[src/rtl/mips_pkg.sv]
// Shared ISA constants for the data-memory path: load/store opcodes, lane geometry,
// the access FSM state type and small opcode decode helpers.
package mips_pkg;

    localparam int BYTE_W = 8;
    localparam int LANES  = 4;

    localparam logic [5:0] OPCODE_LB  = 6'h20;
    localparam logic [5:0] OPCODE_LH  = 6'h21;
    localparam logic [5:0] OPCODE_LWL = 6'h22;
    localparam logic [5:0] OPCODE_LW  = 6'h23;
    localparam logic [5:0] OPCODE_LBU = 6'h24;
    localparam logic [5:0] OPCODE_LHU = 6'h25;
    localparam logic [5:0] OPCODE_LWR = 6'h26;
    localparam logic [5:0] OPCODE_SB  = 6'h28;
    localparam logic [5:0] OPCODE_SH  = 6'h29;
    localparam logic [5:0] OPCODE_SW  = 6'h2B;

    typedef enum logic [1:0] {
        MEM_IDLE   = 2'd0,
        MEM_ACCESS = 2'd1,
        MEM_DONE   = 2'd2
    } mem_state_t;

    function automatic logic is_mem_op(input logic [5:0] op);
        case (op)
            OPCODE_LB, OPCODE_LH, OPCODE_LWL, OPCODE_LW, OPCODE_LBU,
            OPCODE_LHU, OPCODE_LWR, OPCODE_SB, OPCODE_SH, OPCODE_SW: is_mem_op = 1'b1;
            default:                                                 is_mem_op = 1'b0;
        endcase
    endfunction

    function automatic logic is_store(input logic [5:0] op);
        is_store = (op == OPCODE_SB) || (op == OPCODE_SH) || (op == OPCODE_SW);
    endfunction

    function automatic logic [LANES-1:0] lane_enable(input logic [5:0] op, input logic [1:0] off);
        case (op)
            OPCODE_LB, OPCODE_LBU, OPCODE_SB: lane_enable = 4'b0001 << off;
            OPCODE_LH, OPCODE_LHU, OPCODE_SH: lane_enable = off[1] ? 4'b1100 : 4'b0011;
            default:                          lane_enable = 4'b1111;
        endcase
    endfunction

    function automatic logic [31:0] store_lanes(input logic [5:0] op, input logic [31:0] data);
        case (op)
            OPCODE_SB: store_lanes = {4{data[7:0]}};
            OPCODE_SH: store_lanes = {2{data[15:0]}};
            default:   store_lanes = data;
        endcase
    endfunction

endpackage

[src/rtl/mem_access_controller_if.sv]
// Avalon-MM data-port bundle between the memory access controller (master) and memory (slave).
interface mem_access_controller_if;

    logic [31:0] avm_address;
    logic        avm_read;
    logic        avm_write;
    logic [3:0]  avm_byteenable;
    logic [31:0] avm_writedata;
    logic [31:0] avm_readdata;
    logic        avm_waitrequest;

    modport master (
        output avm_address, avm_read, avm_write, avm_byteenable, avm_writedata,
        input  avm_readdata, avm_waitrequest
    );

    modport slave (
        input  avm_address, avm_read, avm_write, avm_byteenable, avm_writedata,
        output avm_readdata, avm_waitrequest
    );

endinterface

[src/rtl/mem_access_controller_load_extend.sv]
// Load write-back formatting: lane select, sign/zero extension and LWL/LWR merge with old rt.
module load_extend
    import mips_pkg::*;
(
    input  logic [31:0] word,
    input  logic [1:0]  off,
    input  logic [5:0]  opcode,
    input  logic [31:0] rt_old,
    output logic [31:0] result
);

    logic [4:0]  shift;
    logic [4:0]  shift_left;
    logic [7:0]  byte_sel;
    logic [15:0] half_sel;

    always_comb begin
        shift      = {off, 3'b000};
        shift_left = {2'd3 - off, 3'b000};
        byte_sel   = word[shift +: BYTE_W];
        half_sel   = off[1] ? word[31:16] : word[15:0];
        case (opcode)
            OPCODE_LB:  result = {{24{byte_sel[7]}}, byte_sel};
            OPCODE_LBU: result = {24'h0, byte_sel};
            OPCODE_LH:  result = {{16{half_sel[15]}}, half_sel};
            OPCODE_LHU: result = {16'h0, half_sel};
            OPCODE_LWL: result = (word << shift_left) | (rt_old & (32'h00FF_FFFF >> shift));
            OPCODE_LWR: result = (word >> shift) | (rt_old & ~(32'hFFFF_FFFF >> shift));
            default:    result = word;
        endcase
    end

endmodule

[src/rtl/mem_access_controller.sv]
// Data-memory access sequencer for the multi-cycle MIPS core over Avalon-MM.
// Optional misalignment trap enabled by defining MEM_ACCESS_MISALIGN_TRAP_EN.
//
// state  | meaning
// IDLE   | waiting for start with a load/store opcode
// ACCESS | bus command held until waitrequest drops
// DONE   | one-cycle completion, done pulse, commands released
module mem_access_controller
    import mips_pkg::*;
(
    input  logic                    clk,
    input  logic                    reset_n,
    input  logic                    start,
    input  logic [5:0]              opcode,
    input  logic [31:0]             addr,
    input  logic [31:0]             store_data,
    input  logic [31:0]             rt_old,
    mem_access_controller_if.master avm,
    output logic                    busy,
    output logic                    done,
    output logic [31:0]             load_result,
    output logic                    misaligned
);

    localparam logic [1:0] ST_IDLE   = MEM_IDLE;
    localparam logic [1:0] ST_ACCESS = MEM_ACCESS;
    localparam logic [1:0] ST_DONE   = MEM_DONE;

    logic [1:0]  state_q,       state_d;
    logic [5:0]  op_q,          op_d;
    logic [1:0]  off_q,         off_d;
    logic [31:0] rt_old_q,      rt_old_d;
    logic [31:0] address_q,     address_d;
    logic        read_q,        read_d;
    logic        write_q,       write_d;
    logic [3:0]  be_q,          be_d;
    logic [31:0] wdata_q,       wdata_d;
    logic [31:0] load_result_q, load_result_d;
    logic        misaligned_q,  misaligned_d;

    logic        accept;
    logic        trap;
    logic [31:0] ext_word;

    load_extend u_load_extend (
        .word   (avm.avm_readdata),
        .off    (off_q),
        .opcode (op_q),
        .rt_old (rt_old_q),
        .result (ext_word)
    );

    assign accept = start && is_mem_op(opcode);

`ifdef MEM_ACCESS_MISALIGN_TRAP_EN
    assign trap = (((opcode == OPCODE_LH) || (opcode == OPCODE_LHU) || (opcode == OPCODE_SH)) && addr[0])
               || (((opcode == OPCODE_LW) || (opcode == OPCODE_SW)) && (addr[1:0] != 2'b00));
`else
    assign trap = 1'b0;
`endif

    always_comb begin
        state_d       = state_q;
        op_d          = op_q;
        off_d         = off_q;
        rt_old_d      = rt_old_q;
        address_d     = address_q;
        read_d        = read_q;
        write_d       = write_q;
        be_d          = be_q;
        wdata_d       = wdata_q;
        load_result_d = load_result_q;
        misaligned_d  = misaligned_q;
        case (state_q)
            ST_IDLE: begin
                if (accept) begin
                    op_d     = opcode;
                    off_d    = addr[1:0];
                    rt_old_d = rt_old;
                    if (trap) begin
                        // Faulting access never reaches the bus.
                        state_d      = ST_DONE;
                        misaligned_d = 1'b1;
                    end else begin
                        state_d   = ST_ACCESS;
                        address_d = {addr[31:2], 2'b00};
                        read_d    = !is_store(opcode);
                        write_d   = is_store(opcode);
                        be_d      = lane_enable(opcode, addr[1:0]);
                        wdata_d   = is_store(opcode) ? store_lanes(opcode, store_data) : 32'h0;
                    end
                end
            end
            ST_ACCESS: begin
                if (!avm.avm_waitrequest) begin
                    state_d   = ST_DONE;
                    address_d = 32'h0;
                    read_d    = 1'b0;
                    write_d   = 1'b0;
                    be_d      = 4'h0;
                    wdata_d   = 32'h0;
                    if (!is_store(op_q)) begin
                        load_result_d = ext_word;
                    end
                end
            end
            ST_DONE: begin
                state_d      = ST_IDLE;
                misaligned_d = 1'b0;
            end
            default: state_d = ST_IDLE;
        endcase
    end

    always_ff @(posedge clk or negedge reset_n) begin
        if (!reset_n) begin
            state_q       <= ST_IDLE;
            op_q          <= 6'h0;
            off_q         <= 2'b00;
            rt_old_q      <= 32'h0;
            address_q     <= 32'h0;
            read_q        <= 1'b0;
            write_q       <= 1'b0;
            be_q          <= 4'h0;
            wdata_q       <= 32'h0;
            load_result_q <= 32'h0;
            misaligned_q  <= 1'b0;
        end else begin
            state_q       <= state_d;
            op_q          <= op_d;
            off_q         <= off_d;
            rt_old_q      <= rt_old_d;
            address_q     <= address_d;
            read_q        <= read_d;
            write_q       <= write_d;
            be_q          <= be_d;
            wdata_q       <= wdata_d;
            load_result_q <= load_result_d;
            misaligned_q  <= misaligned_d;
        end
    end

    assign avm.avm_address    = address_q;
    assign avm.avm_read       = read_q;
    assign avm.avm_write      = write_q;
    assign avm.avm_byteenable = be_q;
    assign avm.avm_writedata  = wdata_q;
    assign busy               = (state_q != ST_IDLE);
    assign done               = (state_q == ST_DONE);
    assign load_result        = load_result_q;
    assign misaligned         = misaligned_q;

endmodule

[src/flat_wrapper.sv]
// flat-port wrapper written by rule: the top's interface ports become plain ports
module mem_access_controller_flat import mips_pkg::*;
  (clk, reset_n, start, opcode, addr, store_data, rt_old, busy, done, load_result, misaligned, avm_avm_address, avm_avm_read, avm_avm_write, avm_avm_byteenable, avm_avm_writedata, avm_avm_readdata, avm_avm_waitrequest);
  mem_access_controller_if avm_i ();
  input  logic clk;
  input  logic reset_n;
  input  logic start;
  input  logic [5:0] opcode;
  input  logic [31:0] addr;
  input  logic [31:0] store_data;
  input  logic [31:0] rt_old;
  output logic busy;
  output logic done;
  output logic [31:0] load_result;
  output logic misaligned;
  output wire logic [$bits(avm_i.avm_address)-1:0] avm_avm_address;
  output wire logic [$bits(avm_i.avm_read)-1:0] avm_avm_read;
  output wire logic [$bits(avm_i.avm_write)-1:0] avm_avm_write;
  output wire logic [$bits(avm_i.avm_byteenable)-1:0] avm_avm_byteenable;
  output wire logic [$bits(avm_i.avm_writedata)-1:0] avm_avm_writedata;
  input wire logic [$bits(avm_i.avm_readdata)-1:0] avm_avm_readdata;
  input wire logic [$bits(avm_i.avm_waitrequest)-1:0] avm_avm_waitrequest;
  assign avm_avm_address = avm_i.avm_address;
  assign avm_avm_read = avm_i.avm_read;
  assign avm_avm_write = avm_i.avm_write;
  assign avm_avm_byteenable = avm_i.avm_byteenable;
  assign avm_avm_writedata = avm_i.avm_writedata;
  assign avm_i.avm_readdata = avm_avm_readdata;
  assign avm_i.avm_waitrequest = avm_avm_waitrequest;
  mem_access_controller u_core (.clk(clk), .reset_n(reset_n), .start(start), .opcode(opcode), .addr(addr), .store_data(store_data), .rt_old(rt_old), .avm(avm_i), .busy(busy), .done(done), .load_result(load_result), .misaligned(misaligned));
endmodule
[config.mk]
export PLATFORM = sky130hd
export DESIGN_NAME = mem_access_controller_flat
export DESIGN_NICKNAME = d
export VERILOG_FILES = /design/src/rtl/mips_pkg.sv /design/src/rtl/mem_access_controller_if.sv /design/src/rtl/mem_access_controller_load_extend.sv /design/src/rtl/mem_access_controller.sv /design/src/flat_wrapper.sv
export SDC_FILE = /design/constraint.sdc
export NUM_CORES = 1
export LEC_CHECK = 0
export CAP_MARGIN = 5
export CORE_ASPECT_RATIO = 0.7
export CORE_MARGIN = 8
export CORE_UTILIZATION = 51
export DETAILED_ROUTE_END_ITERATION = 8
export GPL_TIMING_DRIVEN = 0
export PLACE_DENSITY = 0.87
export SLEW_MARGIN = 20
export SYNTH_ARGS = -nofsm -noshare
export SYNTH_HDL_FRONTEND = slang
export SYNTH_SLANG_ARGS = --single-unit
[constraint.sdc]
create_clock -name clk -period 4 [get_ports clk]
set_input_delay 0.8 -clock clk [delete_from_list [all_inputs] [get_ports clk]]
set_output_delay 0.8 -clock clk [all_outputs]
set_load 0.01 [all_outputs]
==> summary by stage <==
STA
In the finished design, the share of the clock period the worst path needs comes to 0.6753. The final count of hold timing violations is 0. Setup violations remaining at the end of the flow were counted as 0. Setup repair after global routing left no endpoint under its margin.

The worst setup skew after layout is 0.008799 ns. The time the worst path needs with I/O delays and setup is 2.701 ns. For this run, the top clock speed supported by timing is 370.2 MHz. For the pin with the worst max-slew slack, the measured transition is 0.8113 ns. The max-slew violation count is 0. On the final layout, the worst hold slack is 0.2835 ns.

Measured against its own limit, the worst slew margin works out to 0.4562.

Detailed routing
In this run the remaining antenna-violating nets after routing total 0. After detailed routing, the number of remaining DRC violations is 0. The via density per instance is 6.174. For this block, the routed nets add up to 27,510 microns of wire.

For this block, the initial DRC count from the detailed router was 900. The detailed router placed 7,150 vias in this run. The first detailed-routing pass took 5 iterations. The average wire per cell in the routed design is 23.76 microns.

Power
The maximum vdd drop is 359.9 uV. After layout, the design draws a total of 0.006415 W. The leakage dissipation is 4.671 nW. The power density relative to cell area is 577.1 nW/um^2.

GRT
The global-route total usage across every layer is 0.2795. The first global-routing pass estimated 42,600 microns of wire. The via count of the first global-routing pass is 7,405. The sum of overflow across all layers after global routing is 0.

Entering global routing, the biggest net connects 92 pins. The initial antenna violation count is 0.

Synthesis
Synthesis handed over a netlist of 685 instances. Counting instances in the post-synthesis netlist gives the leading cell types as sky130_fd_sc_hd__dfrtp_1, sky130_fd_sc_hd__mux2i_1, sky130_fd_sc_hd__mux2_2, sky130_fd_sc_hd__a22o_1, sky130_fd_sc_hd__nor2_1. Of the post-synthesis cell area, the dominant cell type holds 0.4543. The share of the Yosys chip area taken by registers is 0.4543. Yosys attributes the largest share of cell area to sky130_fd_sc_hd__dfrtp_1, sky130_fd_sc_hd__mux2_2, sky130_fd_sc_hd__mux2i_1. The biggest area consumer among synthesized cells is sky130_fd_sc_hd__dfrtp_1. Counting flops and latches in the post-synthesis netlist gives 142. The fraction of registers with async set or reset after synthesis is 1.000. Yosys mapped a number of flops with a built-in enable equal to 0. The most frequent cell after synthesis is sky130_fd_sc_hd__dfrtp_1. For this run, the number of Yosys warnings is 0. The synthesized area divided by synthesized cell count is 11.42 sq um. For this run, the leading register cell type out of synthesis is sky130_fd_sc_hd__dfrtp_1. The cell area that synthesis handed to floorplanning was 7823 sq um.

The number of distinct library cell variants in the gate-level netlist after synthesis is 47.

Floorplanning
The number of ports placed on the die boundary is 243. The die is 164.0 microns wide. The die area is 19,620 sq um. The standard cell core area is 15,260 sq um.

For this configuration, the core starts out at a cell density of 0.5125. From bottom edge to top edge, the die measures 119.6 microns. The floorplan has 38 rows.

Critical path
Setup slack on the worst reg-to-reg path comes out at 1.50 ns. STA puts the critical path data required time at 4.29 ns. The nature of the critical path endpoint is a register. The worst setup path is launched from an input pin. The arrival time at the worst endpoint is 2.99 ns.

By startpoint and endpoint, the worst setup path is classified as input pin to register. The maximum fanout along the worst path is 10.

Clocking
In this run, CTS created clock tree buffers numbering 17. The clock tree root buffer cell is sky130_fd_sc_hd__clkbuf_16. CTS saw 142 sinks. The clock latency of the later-clocked register in the worst-skew pair is 0.42 ns. TritonCTS built the clock tree. Once the clock tree was built, the setup fixing pass inserted 0 buffers.

The number of gates resized after CTS is 0. The clock transition time at the flip-flop clock pins of the worst setup and hold paths is 0.07 ns. In this run, post-CTS hold repair placed 0 buffers. The largest buffer count on any clock path is 2. In this run the number of H-tree levels came out at 4.

Cells and area
The area growth from synthesis to layout is 42.10%. The share of the core filled with cells in the final layout is 0.7283. The number of antenna cells inserted is 0. The total of fill cells in the finished design is 1,096. The number of cells in the finished layout apart from fillers is 1,158. The final design instance area without fill is 11,120 sq um. Of the cells placed in the final design, the portion with a size suffix greater than 1 is 0.1743. The net count reported at finish is 1,083.

Placement
Summed over all nets, the half-perimeter wirelength after detailed placement is 20,520 microns. Routability-driven placement finished with a final weighted congestion of 0.9653. In this run the tool buffered the top-level ports with 238 buffer cells.

Once placement completed, the tool counted placed cells totaling 1,126. The area after detailed placement is 10,500 sq um.

Run
Max-cap violations in this run came to 0.

Outcome
The run finished with clean final reports.

Worst hold path
The min-delay analysis places its worst path in the category input pin to asynchronous set/reset pin.
## where the power goes
part	switching, W	internal, W
Clock	0.000726	0.000956
Sequential	0.000275	0.00184
Combinational	0.00126	0.00136
## sequential cells by signal (all words and copies together) (netlist names)
signal,flops
u_core.off_q,2
u_core.avm.avm_address,30
u_core.avm.avm_writedata,32
u_core.avm.avm_read,1
u_core.load_result,32
u_core.avm.avm_write,1
u_core.rt_old_q,32
u_core.op_q,6
u_core.avm.avm_byteenable,4
u_core.state_q,2
## cell usage in the layout (no fill, tap or decap), types with 3 or more instances in the layout
cell type and n:
sky130_fd_sc_hd__clkdlybuf4s50_1 237, sky130_fd_sc_hd__dfrtp_1 142, sky130_fd_sc_hd__mux2i_1 64, sky130_fd_sc_hd__mux2_2 61
sky130_fd_sc_hd__a22o_1 43, sky130_fd_sc_hd__nor2_1 35, sky130_fd_sc_hd__o21bai_1 32, sky130_fd_sc_hd__buf_2 30
sky130_fd_sc_hd__nand2_1 28, sky130_fd_sc_hd__clkbuf_1 27, sky130_fd_sc_hd__a31oi_1 24, sky130_fd_sc_hd__o2bb2ai_1 24
sky130_fd_sc_hd__o21ai_0 18, sky130_fd_sc_hd__mux4_2 17, sky130_fd_sc_hd__clkbuf_16 17, sky130_fd_sc_hd__inv_1 16
sky130_fd_sc_hd__a211oi_1 16, sky130_fd_sc_hd__o211ai_1 16, sky130_fd_sc_hd__nor3_1 11, sky130_fd_sc_hd__a22oi_1 8
sky130_fd_sc_hd__o221a_2 8, sky130_fd_sc_hd__o22ai_1 8, sky130_fd_sc_hd__o22a_1 7, sky130_fd_sc_hd__buf_4 6
sky130_fd_sc_hd__a21o_1 5, sky130_fd_sc_hd__inv_6 5, sky130_fd_sc_hd__inv_8 5, sky130_fd_sc_hd__nand2b_1 4
sky130_fd_sc_hd__and2_1 4, sky130_fd_sc_hd__or2_2 3, sky130_fd_sc_hd__buf_1 3, sky130_fd_sc_hd__nor3_2 3
sky130_fd_sc_hd__conb_1 3
## through the flow
step           setup slack [ns]  setup TNS [ns]
3_5_place_dp             0.8236               0
2_1_floorplan             1.698               0
3_3_place_gp             -3.587         -506.86
6_report                  1.299               0
4_1_cts                   1.275               0
5_1_grt                   1.130               0
## cells by family after synthesis
group,synth area share
AO/OA/AOI/OAI,0.2204
multiplexers,0.2186
flip-flops,0.4543
AND/OR/NAND/NOR,0.05854
buffers and inverters,0.04766
other,0.0004794
## cell type report
cell class	count	area [sq um]	share of cell area
Multi-Input combinational cell	462	3909	0.3516
Sequential cell	142	3553	0.3197
Timing Repair Buffer	239	2415	0.2172
Clock buffer	17	425.4	0.03827
Buffer	67	312.8	0.02814
Tap cell	200	250.2	0.02251
Clock inverter	15	190.2	0.01711
Inverter	16	60.06	0.005403
## critical path, stage by stage
cell	delay, ns
sky130_fd_sc_hd__clkdlybuf4s50_1	0.48
sky130_fd_sc_hd__mux2_2	0.36
sky130_fd_sc_hd__a2111oi_4	0.52
sky130_fd_sc_hd__nor2_1	0.21
sky130_fd_sc_hd__buf_2	0.23
sky130_fd_sc_hd__buf_2	0.22
sky130_fd_sc_hd__o2bb2ai_1	0.15
## per-layer routing
metal	share of wire	GRT usage
met5	0	0
met2	0.43	0.3991
met4	0.023	0.1014
met1	0.43	0.3917
met3	0.12	0.08861
## path summary, 6_finish.rpt
path / end / from / depth (start not counted)
min in group clk: u_core.avm.avm_writedata[16]$_DFFE_PN0P_ / u_core.avm.avm_writedata[16]$_DFFE_PN0P_ / 1
worst max register to register: u_core.load_result[21]$_DFFE_PN0P_ / u_core.off_q[1]$_DFFE_PN0P_ / 7
worst min register to register: u_core.avm.avm_writedata[16]$_DFFE_PN0P_ / u_core.avm.avm_writedata[16]$_DFFE_PN0P_ / 1
worst max-delay path: u_core.avm.avm_writedata[23]$_DFFE_PN0P_ / opcode[0] / 7
max in group asynchronous: u_core.load_result[9]$_DFFE_PN0P_ / reset_n / 2
worst min-delay path: u_core.avm.avm_address[15]$_DFFE_PN0P_ / reset_n / 1
No activity file was read; power rests on OpenSTA's default activity.
